$ cat config.mk
export PLATFORM = sky130hd
export DESIGN_NAME = output_demux
export DESIGN_NICKNAME = d
export VERILOG_FILES = /design/src/rtl/demux_pkg.sv /design/src/rtl/stream_reg_slice.sv /design/src/rtl/output_demux.sv
export SDC_FILE = /design/constraint.sdc
export NUM_CORES = 1
export LEC_CHECK = 0
export BUFFER_PORTS_ARGS = -buffer_cell sky130_fd_sc_hd__buf_2
export CAP_MARGIN = 10
export CORE_MARGIN = 3
export CORE_UTILIZATION = 49
export DETAILED_ROUTE_END_ITERATION = 12
export GPL_TIMING_DRIVEN = 0
export PLACE_DENSITY = 0.87
export SLEW_MARGIN = 15
export SYNTH_ARGS = -nofsm -noshare
export SYNTH_HDL_FRONTEND = slang
export SYNTH_HIERARCHICAL = 1
export SYNTH_SLANG_ARGS = --single-unit
$ cat constraint.sdc
create_clock -name clk -period 2.7 [get_ports clk]
set_clock_uncertainty 0.1 [all_clocks]
set_input_delay 0.27 -clock clk [delete_from_list [all_inputs] [get_ports clk]]
set_output_delay 0.27 -clock clk [all_outputs]
set_load 0.03 [all_outputs]
$ cat src/rtl/demux_pkg.sv
// Shared types and constants for the classifier output stream router.
package demux_pkg;

    localparam int DEFAULT_DATA_W = 16;
    localparam int DEFAULT_CNT_W  = 16;

    typedef logic [1:0] dest_t;

    localparam dest_t DEST_DISP = 2'b00;
    localparam dest_t DEST_UART = 2'b01;
    localparam dest_t DEST_MEM  = 2'b10;
    localparam dest_t DEST_DROP = 2'b11;

    typedef enum logic [1:0] {
        ST_IDLE  = 2'b00,
        ST_ROUTE = 2'b01,
        ST_DROP  = 2'b10
    } state_t;

    // True when a destination code means "discard the frame".
    function automatic logic is_drop(input dest_t d);
        return d == DEST_DROP;
    endfunction

endpackage

$ cat src/rtl/stream_reg_slice.sv
// Single-entry valid/ready register stage carrying {data, last, dest}.
// Loads and drains in the same cycle, so a ready sink sees one word per cycle.
module stream_reg_slice
    import demux_pkg::*;
#(
    parameter int DATA_W = DEFAULT_DATA_W
) (
    input  logic              clk,
    input  logic              rst,
    input  logic              in_valid,
    output logic              in_ready,
    input  logic [DATA_W-1:0] in_data,
    input  logic              in_last,
    input  dest_t             in_dest,
    output logic              out_valid,
    input  logic              out_ready,
    output logic [DATA_W-1:0] out_data,
    output logic              out_last,
    output dest_t             out_dest
);

    logic              valid_q, valid_d;
    logic              last_q,  last_d;
    dest_t             dest_q,  dest_d;
    logic [DATA_W-1:0] data_q,  data_d;

    // The entry can take a new word when empty or when its word leaves this cycle.
    assign in_ready = !valid_q || out_ready;

    // Next entry contents: load wins over drain, otherwise hold.
    always_comb begin
        // NOTE: every output of a combinational block gets a default first so no latch is inferred.
        valid_d = valid_q;
        last_d  = last_q;
        dest_d  = dest_q;
        data_d  = data_q;
        if (in_valid && in_ready) begin
            valid_d = 1'b1;
            last_d  = in_last;
            dest_d  = in_dest;
            data_d  = in_data;
        end else if (out_ready) begin
            valid_d = 1'b0;
        end
    end

    // Entry register.
    always_ff @(posedge clk or posedge rst) begin
        if (rst) begin
            // NOTE: the payload is reset too, because the sink data outputs must read 0 after reset.
            valid_q <= 1'b0;
            last_q  <= 1'b0;
            dest_q  <= DEST_DISP;
            data_q  <= '0;
        end else begin
            // NOTE: non-blocking assignments so every flop samples pre-edge values.
            valid_q <= valid_d;
            last_q  <= last_d;
            dest_q  <= dest_d;
            data_q  <= data_d;
        end
    end

    assign out_valid = valid_q;
    assign out_data  = data_q;
    assign out_last  = last_q;
    assign out_dest  = dest_q;

endmodule

$ cat src/rtl/output_demux.sv
// Routes each classifier result frame to display, UART or memory, or drops it.
// The destination is taken from sel on the first word and held for the frame.
module output_demux
    import demux_pkg::*;
#(
    parameter int DATA_W = DEFAULT_DATA_W,
    parameter int CNT_W  = DEFAULT_CNT_W
) (
    input  logic              clk,
    input  logic              rst,
    input  logic [1:0]        sel,
    input  logic [DATA_W-1:0] in_data,
    input  logic              in_valid,
    input  logic              in_last,
    output logic              in_ready,
    output logic [DATA_W-1:0] out_disp_data,
    output logic              out_disp_valid,
    output logic              out_disp_last,
    input  logic              out_disp_ready,
    output logic [DATA_W-1:0] out_uart_data,
    output logic              out_uart_valid,
    output logic              out_uart_last,
    input  logic              out_uart_ready,
    output logic [DATA_W-1:0] out_mem_data,
    output logic              out_mem_valid,
    output logic              out_mem_last,
    input  logic              out_mem_ready,
    output logic              busy,
    output logic [1:0]        active_dest,
    output logic [CNT_W-1:0]  frame_cnt,
    output logic [CNT_W-1:0]  drop_cnt
);

    state_t            state_q, state_d;
    dest_t             dest_q, dest_d;
    logic [CNT_W-1:0]  frame_cnt_q, frame_cnt_d;
    logic [CNT_W-1:0]  drop_cnt_q, drop_cnt_d;

    dest_t             word_dest;
    logic              word_drop;
    logic              accept;

    logic              slice_in_valid;
    logic              slice_in_ready;
    logic              reg_valid;
    logic              reg_last;
    logic              reg_ready;
    dest_t             reg_dest;
    logic [DATA_W-1:0] reg_data;

    // Destination of the word on the input: live sel at frame start, latched afterwards.
    always_comb begin
        word_dest = (state_q == ST_IDLE) ? dest_t'(sel) : dest_q;
        word_drop = is_drop(word_dest);
    end

    // Dropped words bypass the register; routed words wait for a free entry.
    assign in_ready       = !rst && (word_drop || slice_in_ready);
    assign accept         = in_valid && in_ready;
    assign slice_in_valid = in_valid && !word_drop;

    stream_reg_slice #(
        .DATA_W (DATA_W)
    ) u_slice (
        .clk       (clk),
        .rst       (rst),
        .in_valid  (slice_in_valid),
        .in_ready  (slice_in_ready),
        .in_data   (in_data),
        .in_last   (in_last),
        .in_dest   (word_dest),
        .out_valid (reg_valid),
        .out_ready (reg_ready),
        .out_data  (reg_data),
        .out_last  (reg_last),
        .out_dest  (reg_dest)
    );

    // State and latched destination register.
    always_ff @(posedge clk or posedge rst) begin
        if (rst) begin
            state_q <= ST_IDLE;
            dest_q  <= DEST_DISP;
        end else begin
            state_q <= state_d;
            dest_q  <= dest_d;
        end
    end

    // Next state: a frame opens on its first accepted word and closes on its last.
    always_comb begin
        state_d = state_q;
        dest_d  = dest_q;
        case (state_q)
            ST_IDLE: begin
                if (accept && !in_last) begin
                    dest_d  = word_dest;
                    state_d = word_drop ? ST_DROP : ST_ROUTE;
                end
            end
            ST_ROUTE, ST_DROP: begin
                if (accept && in_last) begin
                    state_d = ST_IDLE;
                end
            end
            default: state_d = ST_IDLE;
        endcase
    end

    // Outputs: status, per-sink fan-out of the shared register, and the sink ready it waits on.
    always_comb begin
        busy           = (state_q != ST_IDLE);
        active_dest    = (state_q == ST_IDLE) ? DEST_DISP : dest_q;

        out_disp_data  = reg_data;
        out_uart_data  = reg_data;
        out_mem_data   = reg_data;

        out_disp_valid = reg_valid && (reg_dest == DEST_DISP);
        out_uart_valid = reg_valid && (reg_dest == DEST_UART);
        out_mem_valid  = reg_valid && (reg_dest == DEST_MEM);

        out_disp_last  = out_disp_valid && reg_last;
        out_uart_last  = out_uart_valid && reg_last;
        out_mem_last   = out_mem_valid  && reg_last;

        case (reg_dest)
            DEST_DISP: reg_ready = out_disp_ready;
            DEST_UART: reg_ready = out_uart_ready;
            DEST_MEM:  reg_ready = out_mem_ready;
            default:   reg_ready = 1'b0;
        endcase
    end

    // Frame counter steps when a last word leaves toward a sink; drop counter on a discarded last word.
    always_comb begin
        frame_cnt_d = frame_cnt_q;
        drop_cnt_d  = drop_cnt_q;
        if (reg_valid && reg_ready && reg_last) begin
            frame_cnt_d = frame_cnt_q + 1'b1;
        end
        if (accept && word_drop && in_last) begin
            drop_cnt_d = drop_cnt_q + 1'b1;
        end
    end

    // Counter registers; both wrap naturally.
    always_ff @(posedge clk or posedge rst) begin
        if (rst) begin
            frame_cnt_q <= '0;
            drop_cnt_q  <= '0;
        end else begin
            frame_cnt_q <= frame_cnt_d;
            drop_cnt_q  <= drop_cnt_d;
        end
    end

    assign frame_cnt = frame_cnt_q;
    assign drop_cnt  = drop_cnt_q;

endmodule

==> flow_summary.toml, run 1 <==
[floorplanning]
die_height_um = 84.1
total_die_area_sq_mm = 0.00708
core_ar_sq_mm = 0.00571
initial_utilization = 0.524
placement_rows = 27
die_width_um = 84.1
pin_count = 115

[clock_network]
clk_root_buffer_cell = "clkbuf_8"
cts_made_buffers = 5
clock_sinks = 56
post-cts-setup-buffer-count = 0
postCtsResizedCells = 0
cts-htree-levels = 2
hold_buffers = 0
worst_skew_pair.late_latency_ps = 310
cts.reportedPaths.clkPinSlew_ps = 110
maximum_number_of_buffers_from_clock_root_to_sink = 2
tritoncts = "built"

[global_routing]
global_route.overflow_total = 0
first_global_vias = 2159
antenna_violations_before_repair = 0
grt_pass1_wl_um = 10300
grt_util_all_layers = 0.175
grt_start_max_net_pins = 38

[synth]
synth_top_family_by_area = "simple AND/OR/NAND/NOR gates"
post_synth_mux_area_share = 0.116
synth-edff-count = 0
postSynthCellCount = 255
synth_area_per_cell_sq_um = 11.7
yosys.area_share.xor_xnor = 0.0879
area_fraction_in_compound_gates_after_synthesis = 0.0247
synthArstFlopShare = 1.00
synthesis.nets = 284
adder_cell_share_of_the_synthesized_area = 0.0167
ys_ff_latch = 56
yosysUniqueCellTypes = 41
syn-cell-area_sq_mm = 0.00299
yosysSeqAreaShare = 0.469
yosys_warnings = 6
synth-main-ff-cell = "dfrtp_1"
synthSimpleGateAreaFrac = 0.184

[sta]
setup_violations = 0
setup_tns_ps = 0
grt_setup_unrepaired = "no"
final-max-slew-violation-count = 0
fin_crit_sh = 0.911
post-route-worst-setup-slack_ps = 240
finalHoldViolations = 0
final_period_minus_worst_setup_slack_ps = 2460
achievable-frequency_ghz = 0.407
timing.slew.headroom = 0.495
timing_worst_slew_pin_value_ps = 757

[finish]
area.growth.synth_to_final_pct = 26.7
fillCellCount = 466
layout.area.seq_sq_mm = 0.00140
layout-drive-gt1-share = 0.512
multi_input_comb_area_sq_mm = 0.00128
antenna_cells_inserted = 0
layout.nets = 405

[critical_path]
worst-path-buf-inv = 2
critical-path-top-delay-family = "multiplexers"
criticalPathCategory = "reg2reg"
timing.critical_path.from_type = "flop"
endpoint = "u_slice/out_data[5]"
cp.arrival_ps = 2550
worstRegToRegCells = 8
reg2reg_from = "state_q[0]"
slowest_delay_ps = 480
critical_path.reg2reg.endpoint = "u_slice/out_data[5]"
path_cells = "inv_1, ha_1, mux2i_2, nor2_4, nor2b_1, nand2_4, buf_6, mux2_4"
endpoint_kind = "flop"
timing.critical_path.slowest_stage_cell = "mux2i_2"
required_time_of_the_critical_path_ps = 2790
cp_num_cells = 8
critical_path.max_fanout = 10
reg2reg_setup_slack_ps = 240
crit_path_start = "state_q[0]"

[route]
detail_route.vias_per_cell = 4.99
starting_drc_count_in_detailed_routing = 78
routed_wl_um = 6080
detailedRoute.firstPassIterationCount = 6
drt_drc_violations_left = 0
wl_per_cell_um = 13.5
antenna_left = 0
vias = 2240

[place]
gp_congestion = 0.815
dp.final_hpwl_um = 4660
count_of_input_and_output_buffers = 114
placement.setup.worst_slack_ps = 226

[outcome]
outcome = "finished clean"

[power]
ir_worst_vdd_v = 0.00101
cell_leakage_power_nw = 2.01
powerDensity_mw_per_mm2 = 1260

[job]
drv.max_cap_violation_count = 0

[worst_hold_path]
timing.hold.worst.class = "in2async"
synth_stat cells (2+ instances only):
library cell	number	area share
dfrtp_1	56	0.47
mux2i_2	2	0.0092
o21ai_0	2	0.0033
nor3_1	4	0.0067
and3_1	3	0.0063
nor3b_1	4	0.010
a21oi_1	4	0.0067
nand2b_4	2	0.0092
mux2_2	11	0.041
nand2_1	12	0.015
nor4_4	2	0.014
nor2_1	12	0.015
nand3_1	14	0.023
xor2_1	14	0.041
mux2_4	11	0.055
ha_1	4	0.017
nand4_1	8	0.017
nor4bb_1	2	0.0067
mux2i_1	3	0.010
inv_1	11	0.014
xnor2_1	16	0.047
and4_1	6	0.018
buf_4	33	0.083
and3b_1	2	0.0059
per-stage QoR:
| step | hold WS, ps | power (mW) | instances | instance area [sq um] | utilization |
|---|---|---|---|---|---|
| after floorplan | 134 | 3.47 | 255 | 2990 | - |
| after global placement | 359 | 4.09 | 441 | 3650 | 0.639 |
| after detailed placement | 367 | 4.15 | 441 | 3650 | 0.639 |
| after CTS | 49.5 | 4.80 | 449 | 3790 | 0.664 |
| after global routing | 72.4 | 5.03 | 449 | 3790 | 0.664 |
| final | 32.6 | 4.75 | 449 | 3790 | 0.664 |
routing by layer:
layer,wire length [um],vias up,global-route usage
met5,0,-,0
met4,15,0,0.0351
met3,421,2,0.0444
met2,2980,80,0.297
met1,2660,1065,0.228
li1,-,1093,-
cells by family after synthesis:
logic type,after synthesis
and+or+nand+nor,83
xor gates and xnor gates,30
buffers and inverters,46
adders and majority gates,4
DFF,56
muxes,27
AOI/OAI and AO/OA,9
sequential cells by signal, summed over array words and instances, names as in the netlist:
name               flops
drop_cnt              16
frame_cnt             16
u_slice/out_data      16
dest_q                 2
state_q                2
u_slice/out_dest       2
u_slice/out_last       1
u_slice/out_valid      1
how the worst min path moves through the flow:
stage / startpoint / end / slack, ps
detailed placement: frame_cnt[15] / frame_cnt[15] / 370
global route: in_data[9] / u_slice/out_data[9] / 70
finish: rst / drop_cnt[6] / 30
CTS: rst / u_slice/out_valid / 50
global placement: frame_cnt[15] / frame_cnt[15] / 360
floorplan: rst / u_slice/out_data[0] / 130
cells in the final DEF (no fill, tap or decap), drive strengths merged, types with 2 or more instances in the layout:
cell type  synthesis  final
nor4bb             2      2
nor2              13     13
nand2b             3      3
clkbuf             0      5
buf               35    149
xor2              14     14
nor4               4      4
a21oi              4      4
nand2             13     13
and3               3      3
o21ai              2      2
and4               6      6
ha                 4      4
mux2i              5      5
xnor2             16     16
nor3               6      6
bufinv             0      2
inv               11     12
and3b              2      2
nand4              8      8
dfrtp             56     56
nand3             14     14
nor3b              4      4
mux2              22     22
where the power goes:
part           switching, mW  internal, mW
logic                   1.71          1.08
registers              0.249          1.08
clock network          0.272         0.373
cell type report:
cell class,count,area share
Inverter,11,0.0109
Tap cell,72,0.0238
Sequential cell,56,0.370
Clock buffer,5,0.0182
Timing Repair Buffer,114,0.151
Buffer,35,0.0697
Clock inverter,3,0.0182
Multi-Input combinational cell,153,0.339
Note: power is estimated with default switching activity, not from simulation.
==> run 2: changes to the inputs <==
Settings changed: MAX_ROUTING_LAYER set to met4.
==> run 2 against run 1 <==
  * Global-route usage increased by 0.56 points
  * Via count decreased by 0.13%
  * Fmax about the same
  * Register-to-register slack about the same
  * Sequential share of layout area unchanged
  * Die area unchanged
  * First-iteration DRC count unchanged
  * Largest cell class unchanged
  * Highest routed layer unchanged
==> flow_summary.toml, run 2 (synthesis results as in run 1) <==
[finish]
finalNonFillerCells = 449
layout-drive-gt1-share = 0.512
layout.cells.most_common = "buf_2"
most-common-layout-cells = "115 x buf_2, 56 x dfrtp_1, 33 x buf_4"
area.growth.synth_to_final_pct = 26.7
finalInstanceArea_sq_mm = 0.00379
antenna_cells_inserted = 0
layout.nets = 405

[clock_network]
worst_skew_pair.late_latency_ps = 310
postCtsResizedCells = 0
hold_buffers = 0
post-cts-setup-buffer-count = 0
cts-htree-levels = 2
tritoncts = "built"
clock_sinks = 56
cts_made_buffers = 5
clk_root_buffer_cell = "clkbuf_8"
maximum_number_of_buffers_from_clock_root_to_sink = 2
cts.reportedPaths.clkPinSlew_ps = 100

[route]
vias = 2237
antenna_left = 0
detailedRoute.firstPassIterationCount = 6
routed_wl_um = 6090
detail_route.vias_per_cell = 4.98
drt_drc_violations_left = 0
wl_per_cell_um = 13.6
starting_drc_count_in_detailed_routing = 78

[sta]
grt_setup_unrepaired = "no"
timing.slew.headroom = 0.494
setup_violations = 0
finalHoldViolations = 0
setup_tns_ps = 0
achievable-frequency_ghz = 0.407
final-max-slew-violation-count = 0
timing_worst_slew_pin_value_ps = 758
fin_crit_sh = 0.911
final_period_minus_worst_setup_slack_ps = 2460
holdWs_ps = 34.5

[critical_path]
required_time_of_the_critical_path_ps = 2790
cp.arrival_ps = 2550
worst-path-buf-inv = 2
criticalPathCategory = "reg2reg"
endpoint_kind = "flop"
timing.critical_path.from_type = "flop"
slowest_delay_ps = 480
critical_path.max_fanout = 10
critical-path-top-delay-family = "multiplexers"
cp_num_cells = 8
path_cells = "inv_1, ha_1, mux2i_2, nor2_4, nor2b_1, nand2_4, buf_6, mux2_4"
worstRegToRegCells = 8
timing.critical_path.slowest_stage_cell = "mux2i_2"

[power]
ir_worst_vdd_v = 0.00101
cell_leakage_power_nw = 2.01
switching_part_of_the_total = 0.469
switchingPower_mw = 2.23
comb_power_share = 0.585
power_frac_clock = 0.135
powerDensity_mw_per_mm2 = 1250
power.internal_mw = 2.53
power_frac_seq = 0.279

[place]
postPlaceCellArea_sq_mm = 0.00365
dp.final_hpwl_um = 4660
gp_congestion = 0.827
placed_cell_count = 441
count_of_input_and_output_buffers = 114

[global_routing]
grt_start_max_net_pins = 38
antenna_violations_before_repair = 0
first_global_vias = 2160
grt_util_all_layers = 0.181
global_route.overflow_total = 0
grt_pass1_wl_um = 10300

[floorplanning]
die_width_um = 84.1
pin_count = 115
initial_utilization = 0.524
total_die_area_sq_mm = 0.00708
core_ar_sq_mm = 0.00571
placement_rows = 27
die_height_um = 84.1

[job]
drv.max_cap_violation_count = 0

[worst_hold_path]
timing.hold.worst.class = "in2async"

[outcome]
outcome = "finished clean"
-- run 2: layer usage --
| metal | vias up | part of all wire | track usage |
|---|---|---|---|
| met5 | - | 0 | - |
| met4 | 0 | 0.0028 | 0.0351 |
| met3 | 2 | 0.069 | 0.0444 |
| met2 | 78 | 0.49 | 0.296 |
| met1 | 1064 | 0.44 | 0.229 |
| li1 | 1093 | - | - |
-- run 2: stage by stage --
| stage | utilization | total power, mW | setup WS, ps |
|---|---|---|---|
| 2_1_floorplan | - | 3.47 | 481 |
| 3_3_place_gp | 0.639 | 4.09 | 286 |
| 3_5_place_dp | 0.639 | 4.15 | 226 |
| 4_1_cts | 0.664 | 4.80 | 211 |
| 5_1_grt | 0.664 | 5.03 | 76.7 |
| 6_report | 0.664 | 4.75 | 240 |
-- run 2: final cells by class --
cell class                 instances  area (sq um)
clock inverter                     3          68.8
fill                             466          1920
buffer                            35           264
sequential                        56          1400
clock buffer                       5          68.8
timing repair buffer             114           571
multi-input combinational        153          1280
inverter                          11          41.3
tap                               72          90.1
-- run 2: power groups by stage --
stage,clock network (mW),logic [mW],registers [mW]
after global routing,0.699,2.95,1.38
after CTS,0.661,2.81,1.33
after detailed placement,0,2.80,1.35
final,0.644,2.78,1.33
after floorplan,0,1.77,1.70
after global placement,0,2.76,1.33
-- run 2: final timing paths --
check | from | end | slack, ps
max | state_q[0] | u_slice/out_data[5] | 240
min | rst | u_slice/out_valid | 30
max reg2reg | state_q[0] | u_slice/out_data[5] | 240
min reg2reg | frame_cnt[15] | frame_cnt[15] | 380
max in group asynchronous | rst | frame_cnt[9] | 1980
min in group clk | in_data[9] | u_slice/out_data[9] | 90
